[src/rtl/inst_fetch_unit.sv]
// Instruction fetch front end: single-outstanding imem request engine feeding
// a small instruction FIFO toward the decoder, with redirect/flush handling.
module inst_fetch_unit #(
    parameter logic [31:0] RESET_PC = 32'h0000_0000,
    parameter int          DEPTH    = 2
) (
    input  logic        clk,
    input  logic        rst,
    input  logic        redirect,
    input  logic [31:0] redirect_pc,
    output logic        imem_req,
    output logic [31:0] imem_addr,
    input  logic        imem_ack,
    input  logic        imem_rvalid,
    input  logic [31:0] imem_rdata,
    output logic        inst_valid,
    input  logic        inst_ready,
    output logic [31:0] Inst,
    output logic [31:0] inst_pc
);

    localparam int          PTR_W = (DEPTH > 1) ? $clog2(DEPTH) : 1;
    localparam int          CNT_W = $clog2(DEPTH) + 1;
    localparam logic [31:0] NOP   = 32'h0000_0013;

    typedef enum logic [1:0] {
        S_IDLE,
        S_WAIT_ACK,
        S_WAIT_RESP,
        S_DISCARD
    } state_e;

    state_e             state_q, state_d;
    logic [31:0]        fetch_pc_q, fetch_pc_d;
    logic [31:0]        req_pc_q, req_pc_d;
    logic [CNT_W-1:0]   count_q, count_d;
    logic [PTR_W-1:0]   rd_ptr_q, rd_ptr_d;
    logic [PTR_W-1:0]   wr_ptr_q, wr_ptr_d;
    logic [31:0]        fifo_inst_q [DEPTH];
    logic [31:0]        fifo_pc_q   [DEPTH];

    logic               has_room;
    logic               push;
    logic               pop;

    assign has_room   = (count_q < CNT_W'(DEPTH));
    assign inst_valid = (count_q != '0);
    assign Inst       = inst_valid ? fifo_inst_q[rd_ptr_q] : NOP;
    assign inst_pc    = inst_valid ? fifo_pc_q[rd_ptr_q]   : 32'h0000_0000;
    assign imem_req   = (state_q == S_WAIT_ACK);
    assign imem_addr  = fetch_pc_q;

    always_comb begin
        state_d    = state_q;
        fetch_pc_d = fetch_pc_q;
        req_pc_d   = req_pc_q;
        push       = 1'b0;

        case (state_q)
            S_IDLE: begin
                if (!redirect && has_room) begin
                    state_d = S_WAIT_ACK;
                end
            end
            S_WAIT_ACK: begin
                // An ack landing with a redirect still owes us one response to swallow.
                if (redirect) begin
                    state_d = imem_ack ? S_DISCARD : S_IDLE;
                end else if (imem_ack) begin
                    state_d    = S_WAIT_RESP;
                    req_pc_d   = fetch_pc_q;
                    fetch_pc_d = fetch_pc_q + 32'd4;
                end
            end
            S_WAIT_RESP: begin
                if (imem_rvalid) begin
                    state_d = S_IDLE;
                    push    = !redirect;
                end else if (redirect) begin
                    state_d = S_DISCARD;
                end
            end
            S_DISCARD: begin
                if (imem_rvalid) begin
                    state_d = S_IDLE;
                end
            end
            default: state_d = S_IDLE;
        endcase

        if (redirect) begin
            fetch_pc_d = {redirect_pc[31:2], 2'b00};
        end
    end

    always_comb begin
        pop      = inst_valid && inst_ready && !redirect;
        count_d  = count_q;
        rd_ptr_d = rd_ptr_q;
        wr_ptr_d = wr_ptr_q;

        if (redirect) begin
            count_d  = '0;
            rd_ptr_d = '0;
            wr_ptr_d = '0;
        end else begin
            if (push) begin
                wr_ptr_d = wr_ptr_q + PTR_W'(1);
            end
            if (pop) begin
                rd_ptr_d = rd_ptr_q + PTR_W'(1);
            end
            case ({push, pop})
                2'b10:   count_d = count_q + CNT_W'(1);
                2'b01:   count_d = count_q - CNT_W'(1);
                default: count_d = count_q;
            endcase
        end
    end

    always_ff @(posedge clk) begin
        if (rst) begin
            state_q    <= S_IDLE;
            fetch_pc_q <= RESET_PC;
            count_q    <= '0;
            rd_ptr_q   <= '0;
            wr_ptr_q   <= '0;
        end else begin
            state_q    <= state_d;
            fetch_pc_q <= fetch_pc_d;
            count_q    <= count_d;
            rd_ptr_q   <= rd_ptr_d;
            wr_ptr_q   <= wr_ptr_d;
        end
    end

    // Payload storage carries no reset; validity is tracked solely by count_q.
    always_ff @(posedge clk) begin
        req_pc_q <= req_pc_d;
        if (push) begin
            fifo_inst_q[wr_ptr_q] <= imem_rdata;
            fifo_pc_q[wr_ptr_q]   <= req_pc_q;
        end
    end

endmodule

[config.mk]
export PLATFORM = sky130hd
export DESIGN_NAME = inst_fetch_unit
export DESIGN_NICKNAME = d
export VERILOG_FILES = /design/src/rtl/inst_fetch_unit.sv
export SDC_FILE = /design/constraint.sdc
export NUM_CORES = 1
export LEC_CHECK = 0
export BUFFER_PORTS_ARGS = -buffer_cell sky130_fd_sc_hd__buf_4
export CAP_MARGIN = 25
export CORE_MARGIN = 2
export CORE_UTILIZATION = 25
export CTS_CLUSTER_SIZE = 20
export DETAILED_ROUTE_END_ITERATION = 10
export HOLD_SLACK_MARGIN = 0.1
export PLACE_DENSITY_LB_ADDON = 0.12
export SLEW_MARGIN = 30
export SYNTH_ARGS = -nofsm -noshare
export SYNTH_HDL_FRONTEND = slang
export SYNTH_SLANG_ARGS = --single-unit
[constraint.sdc]
create_clock -name clk -period 8.3 [get_ports clk]
set_input_delay 0.415 -clock clk [delete_from_list [all_inputs] [get_ports clk]]
set_output_delay 0.415 -clock clk [all_outputs]
set_load 0.02 [all_outputs]
# After elaboration in Yosys (flattened, before gate mapping)
# Memory sizes are Yosys's and may differ from the RTL's. A register that Yosys moved wholly into a read port is not among the register bits.
# Index checks and enable logic that the tools add are counted.
# op_classes
bitwise_logic	1
n_addsub	5
reduce_logical	14
n_eq_ne	9
mux	22
order_cmp	1
# op_table
operator	count
$mux W32	5
$add A32 B3 Y32 const B	1
$mux W2	7
$mux W1	8
$pmux W2 S4	1
$reduce_bool A2 Y1	4
$eq A2 B2 Y1 const B	3
$eq A2 B1 Y1 const B	2
$ne A2 B2 Y1 const B	2
$pmux W2 S2	1
$reduce_and A2 Y1	2
$reduce_and A4 Y1	1
$logic_and A1 B1 Y1	3
$ne A3 B2 Y1 const B	1
$ne A3 B3 Y1 const B	1
$reduce_and A3 Y1	1
$add A1 B1 Y1 const B	2
$add A2 B1 Y2 const B	1
$logic_not A2 Y1	1
$lt A2 B2 Y1 const B	1
$reduce_or A2 Y1	1
$sub A2 B1 Y2 const B	1
$logic_not A1 Y1	1
$not A1 Y1	1
# word_totals
out_inout_bits	98
n_memories	2
ff_bits	70
elab_cells	61
ram_bits	128
# mem_list
memory	depth	word_bits	rd	rd_clocked_by_memory_dff	wr	line_no	source
fifo_inst_q	2	32	1	1	1	39	logic [31:0] fifo_inst_q [DEPTH];
fifo_pc_q	2	32	1	1	1	40	logic [31:0] fifo_pc_q [DEPTH];

# Logic depth before layout (Yosys ltp)
# Gate-level depths: netlist (run 1).
# logic_depth
ltp_word	5
depth_mapped	8
ltp_nobuf	8

# Worst setup path after synthesis (run 1)
# No wires, ideal clock.
# synth_timing
path_type	in2reg
startpoint	input redirect
endpoint	memory fifo_inst_q[0][0], enable pin
n_path_buf	1
path_stages	4
arrival_time_ns	3.751
slack_ns	4.067
setup_ns	0.482
cell_sequence	clkbuf_1 -> nor4bb_1 -> inv_1 -> nor2_1
# synth_between
elab_chain_cells	5
# synth_lines
element	line_no	source
start: declaration	9	input logic redirect,
$logic_not A1 Y1	78	push = !redirect;
$mux W1	76	if (imem_rvalid) begin
$mux W1	59	case (state_q)
$mux W1	140	if (push) begin
$mux W1 (implied by the code)	141	fifo_inst_q[wr_ptr_q] <= imem_rdata;
end: declaration	39	
# Every way passes these cells.

# Final worst setup path (run 1)
# layout_timing
startpoint	register state_q[0]
endpoint	register fetch_pc_q[24], in the netlist imem_addr[24]
# layout_between
elab_chain_cells	3
# layout_lines
element	line_no	source
start: declaration	33	state_e state_q, state_d;
start signal: assignment	129	state_q <= state_d;
$eq A2 B1 Y1	59	
$reduce_bool A2 Y1 (no line)	n/a	
$reduce_and A2 Y1 (no line)	n/a	
end signal: assignment	130	fetch_pc_q <= fetch_pc_d;
end: declaration	34	logic [31:0] fetch_pc_q, fetch_pc_d;
# Every way passes these cells.
# A chain may end at the register's enable or synchronous reset.

==> flow_summary.ini, run 1 <==
[power]
p_per_area_mw_per_mm2 = 207
ir_drop_mv = 0.105
p_sw_uw = 487
leakage_nw = 3.40
p_sw_frac = 0.237
p_comb_frac = 0.053
p_int_mw = 1.57
pwr-share-clk = 0.424
p_total_mw = 2.06
p_seq_frac = 0.523

[finish]
drive_above_1_share = 0.294
diodes = 0
finalNetCount = 777
syn_to_final_growth_pct = 29.7
layout.cells.non_filler = 1114

[timing]
period_needed_ns = 2.67
slew_violations = 0
max_freq_mhz = 374
worst_slack_ns = 5.63
post-route-period-util = 0.322
worst_pin_slew_ns = 0.907
relSlewSlack = 0.394
skew_ns = 0.0101
hold_violations = 0
tns_ns = 0
rsz0062_at_grt = no
setup_viol = 0

[yosys]
synth-edff-count = 154
synth_commonest_cells = edfxtp_1, nor2_1, mux2i_1
synth.yosys.warnings = 0
netlist_area_mm2 = 0.00766
yosys.area.top_type = edfxtp_1
synth.area.top_cells = edfxtp_1, dfxtp_1, mux2i_1
synth_cells = 552
netlist.area_leader.share = 0.604
synth_flop_cell = edfxtp_1
syn_area_per_cell_um2 = 13.9
ys_types = 45
ys_seq_area_frac = 0.700
yosys.cell_count.top_type = edfxtp_1
ys_ff_latch = 191
ys_async_sr_fraction = 0

[placement]
gp_congestion = 0.717
dp_hpwl_mm = 11.8
port_buffers = 161
place_ws_ns = 5.57
dp.cells = 1081

[floorplan]
initial_core_util = 0.252
fp.dieH_um = 179
pin_count = 168
die_w_um = 179
die-area_mm2 = 0.0321
core-area_mm2 = 0.0303
rows = 64

[cts]
cts_tree = done
clock_sinks = 191
cts_inserted_buffers = 17
postCtsHoldBufs = 0
clk_pin_slew_ns = 0.08
postCtsSetupBuffers = 0
cts_buffer_depth = 2
cts.repair.resized = 0
cts.htree.levels = 4
root_buffer = clkbuf_16
insertion_delay_ns = 0.44

[setup_path]
path_class = reg2reg
cp.arrival_ns = 3.02
path_cells = nor2b_1, nand4_1, or4_1, a311oi_1
slowest_delay_ns = 0.70
critPathSlowestCell = or4_1
worst-path-buf-inv = 0
critPathTopFamily = simple AND/OR/NAND/NOR gates
worstPathMaxFanout = 14
end_kind = register
start_kind = register
required_ns = 8.65

[routing]
ant_nets = 0
drc = 0
routed_via_density = 4.45
drt-initial-drc-count = 308
wirelength_mm = 18.4
wl_per_cell_um = 16.5
dr.pass1.iters = 6
num_vias = 4959

[global_routing]
grt_pass1_vias = 4949
grt_pass1_wl_mm = 28.1
grt_overflow = 0
grt_max_degree = 63
grtUsageTotal = 0.117
antenna_found_initial = 0

[min_path]
min_path_type = in2reg

[run_status]
status = completed

[flow_run]
max_cap_viol_count = 0
## layout by cell type, fill, tap and decap left out, types with 4 or more instances in the layout
| cell type | synthesis | final |
|---|---|---|
| a311oi_1 | 16 | 16 |
| nand4_1 | 10 | 10 |
| edfxtp_1 | 154 | 154 |
| a21oi_1 | 4 | 4 |
| clkbuf_16 | 0 | 17 |
| o21ai_0 | 6 | 6 |
| nor2_1 | 96 | 93 |
| buf_4 | 4 | 164 |
| a211oi_1 | 9 | 9 |
| inv_1 | 8 | 8 |
| or4_1 | 17 | 17 |
| xnor2_1 | 7 | 7 |
| dfxtp_1 | 37 | 36 |
| nand2_1 | 16 | 16 |
| or3_1 | 4 | 4 |
| xor2_1 | 8 | 8 |
| o31ai_1 | 15 | 15 |
| conb_1 | 1 | 4 |
| and4_1 | 4 | 4 |
| inv_8 | 0 | 6 |
| mux2i_1 | 62 | 62 |
| nand3_1 | 8 | 8 |
## per-stage QoR
stage	hold slack, ns	utilization	cell area [µm²]
5_1_grt	0.139	0.327	9930
3_5_place_dp	0.434	0.306	9280
2_1_floorplan	0.421	-	7670
4_1_cts	0.135	0.327	9910
3_3_place_gp	0.430	0.306	9270
6_report	0.163	0.327	9930
## area by class of cell
cell class              count  area [µm²]
flip-flops and latches    191        5370
well taps                 396         495
clock inverters            15         211
inverters                   9        33.8
multi-input cells         320        2140
clock buffers              17         425
repair buffers            166        1260
fillers                  3011       20400
## final timing paths
kind                  from           endpoint  slack [ns]  cells after the start
min reg2reg    req_pc_q[3]    fifo_pc_q[1][3]        0.45                      0
min          imem_rdata[6]  fifo_inst_q[1][6]        0.16                      1
max             state_q[0]      imem_addr[24]        5.63                      4
max reg2reg     state_q[0]      imem_addr[24]        5.63                      4
## power groups by stage
stage          clock network, mW  logic [mW]  registers (mW)
4_1_cts                    0.906       0.110            1.08
3_5_place_dp                   0       0.110            1.10
5_1_grt                    0.941       0.119            1.08
3_3_place_gp                   0       0.108            1.10
6_report                   0.873       0.109            1.08
2_1_floorplan                  0      0.0420            1.10
## per-layer routing
layer / wire (µm) / track usage / share of wire
met4: 255 / 0.0420 / 0.014
met1: 8380 / 0.151 / 0.46
met3: 885 / 0.0267 / 0.048
met2: 8860 / 0.190 / 0.48
met5: 0 / 0 / 0
## flip-flops by register name, indices dropped and copies added, names as in the netlist, named ones only
register / count
fifo_inst_q: 64
fifo_pc_q: 60
imem_addr: 30
req_pc_q: 30
count_q: 2
state_q: 2
rd_ptr_q: 1
wr_ptr_q: 1
## cells by family after synthesis
family | Yosys count | synth area share
compound gates | 58 | 0.0567
simple gates | 178 | 0.115
mux | 63 | 0.0825
flops | 191 | 0.700
fa+ha+maj | 2 | 0.00327
other cells | 1 | 0.000489
xor+xnor | 15 | 0.0171
buf+inv | 44 | 0.0248
No activity file was read; power rests on OpenSTA's default activity.
==> run 2: changes to the inputs <==
clock period = 2.4 ns   (was 8.3 ns; I/O delays follow)
==> run 2 against run 1 <==
- core utilization is 2.5 points higher
- largest power group unchanged
- critical path type unchanged
- final cell count is 7.1% higher
- first-iteration DRC count is 10% lower
- sequential power grew to 3.4 times the previous value
- via count is 4.5% higher
- setup slack worse by 5.4 ns
==> flow_summary.ini, run 2 (synthesis gave the netlist of run 1 again) <==
[run_status]
status = completed

[timing]
max_freq_mhz = 460
slew_violations = 0
skew_ns = 0.0187
period_needed_ns = 2.18
worst_pin_slew_ns = 0.679
relSlewSlack = 0.548
worst_slack_ns = 0.224
tns_ns = 0
whs_ns = 0.126
post-route-period-util = 0.907
hold_violations = 0
setup_viol = 0
rsz0062_at_grt = no

[floorplan]
die-area_mm2 = 0.0321
initial_core_util = 0.252
fp.dieH_um = 179
die_w_um = 179
core-area_mm2 = 0.0303
pin_count = 168
rows = 64

[global_routing]
grt_pass1_wl_mm = 28.4
grt_max_degree = 60
grtUsageTotal = 0.119
grt_overflow = 0
grt_pass1_vias = 5181
antenna_found_initial = 0

[cts]
clk_pin_slew_ns = 0.09
clock_sinks = 191
root_buffer = clkbuf_16
cts_buffer_depth = 2
cts_inserted_buffers = 17
cts_tree = done
cts.htree.levels = 4
insertion_delay_ns = 0.44

[finish]
diodes = 0
largest_register_ffs = 64
top_register = fifo_inst_q
reg_top3 = fifo_inst_q (64), fifo_pc_q (60)
finalNetCount = 856
syn_to_final_growth_pct = 39.6
drive_above_1_share = 0.284
final_common_cell = buf_4
finalInstanceArea_mm2 = 0.0107
final_cell_mix = buf_4, edfxtp_1, nor2_1, dlygate4sd3_1, mux2i_1
fillCellCount = 2990
postLayoutCoreUtil = 0.352

[routing]
ant_nets = 0
routed_via_density = 4.34
drc = 0
num_vias = 5180
wirelength_mm = 19.1
dr.pass1.iters = 6
drt-initial-drc-count = 276
wl_per_cell_um = 16.1

[setup_path]
cp.arrival_ns = 2.52
path_class = reg2reg
cp-startpoint = imem_addr[16]
required_ns = 2.74
end_kind = register
reg2reg_from = imem_addr[16]
worstPathMaxFanout = 18
ff2ff_path_depth = 4
start_kind = register

[power]
p_per_area_mw_per_mm2 = 662
ir_drop_mv = 0.482
leakage_nw = 3.73

[placement]
port_buffers = 161
place_ws_ns = 0.0864
dp_hpwl_mm = 12.9
gp_congestion = 0.739
dpl-instance-area_mm2 = 0.00942

[min_path]
min_path_type = in2reg
hold_path_startpoint = imem_ack
holdPathStages = 4

[flow_run]
max_cap_viol_count = 0
[run 2: cell types whose count changed in the layout (fill, tap and decap cells not counted)]
cell	change
dlygate4sd3_1	+65
buf_4	+13
inv_8	-3
buf_12	+2
bufinv_16	-2
clkbuf_16	+2
buf_6	-1
clkinv_2	+1
clkinvlp_4	+1
inv_6	+1
or4_1	-1
or4_4	+1
[run 2: critical path: stages, from the launching register on]
cell and delay (ns):
dfxtp_1 0.48, nand4_1 0.22, or4_4 0.65, or4_1 0.45
a311oi_1 0.27
[run 2: routing by layer]
layer	track usage	vias up	part of all wire
li1	-	2549	-
met1	0.151	2489	0.46
met2	0.198	129	0.49
met3	0.0278	13	0.044
met4	0.0400	0	0.011
met5	0	-	0
[run 2: worst paths after layout]
path / slack, ns / end
setup / recovery: 0.22 / imem_addr[22]
hold / removal: 0.13 / imem_addr[5]
setup reg to reg: 0.22 / imem_addr[22]
hold reg to reg: 0.45 / fifo_pc_q[0][3]
[run 2: final cells by class]
class	count	area [µm²]	share of cell area
sequential	191	5370	0.502
multi-input combinational	320	2140	0.200
timing repair buffer	245	2040	0.191
tap	396	495	0.0463
clock buffer	19	475	0.0445
clock inverter	13	139	0.0130
inverter	9	33.8	0.00316
[run 2: per-stage QoR]
step / cells / power [mW]
global placement: 1096 / 4.18
floorplan: 555 / 3.95
global route: 1193 / 7.37
finish: 1193 / 7.08
CTS: 1193 / 7.20
detailed placement: 1096 / 4.19
[run 2: report_power, final]
group | switching, mW | internal [mW]
Combinational | 0.229 | 0.255
Clock | 1.37 | 1.51
Sequential | 0.0791 | 3.63
[run 2: what timing repair did]
action | CTS | global route
buffers inserted | 0 | 0
endpoints found under the hold margin | 98 | 0
resized for setup | 0 | 1
setup endpoints to repair | 0 | 7
hold buffers | 65 | 0
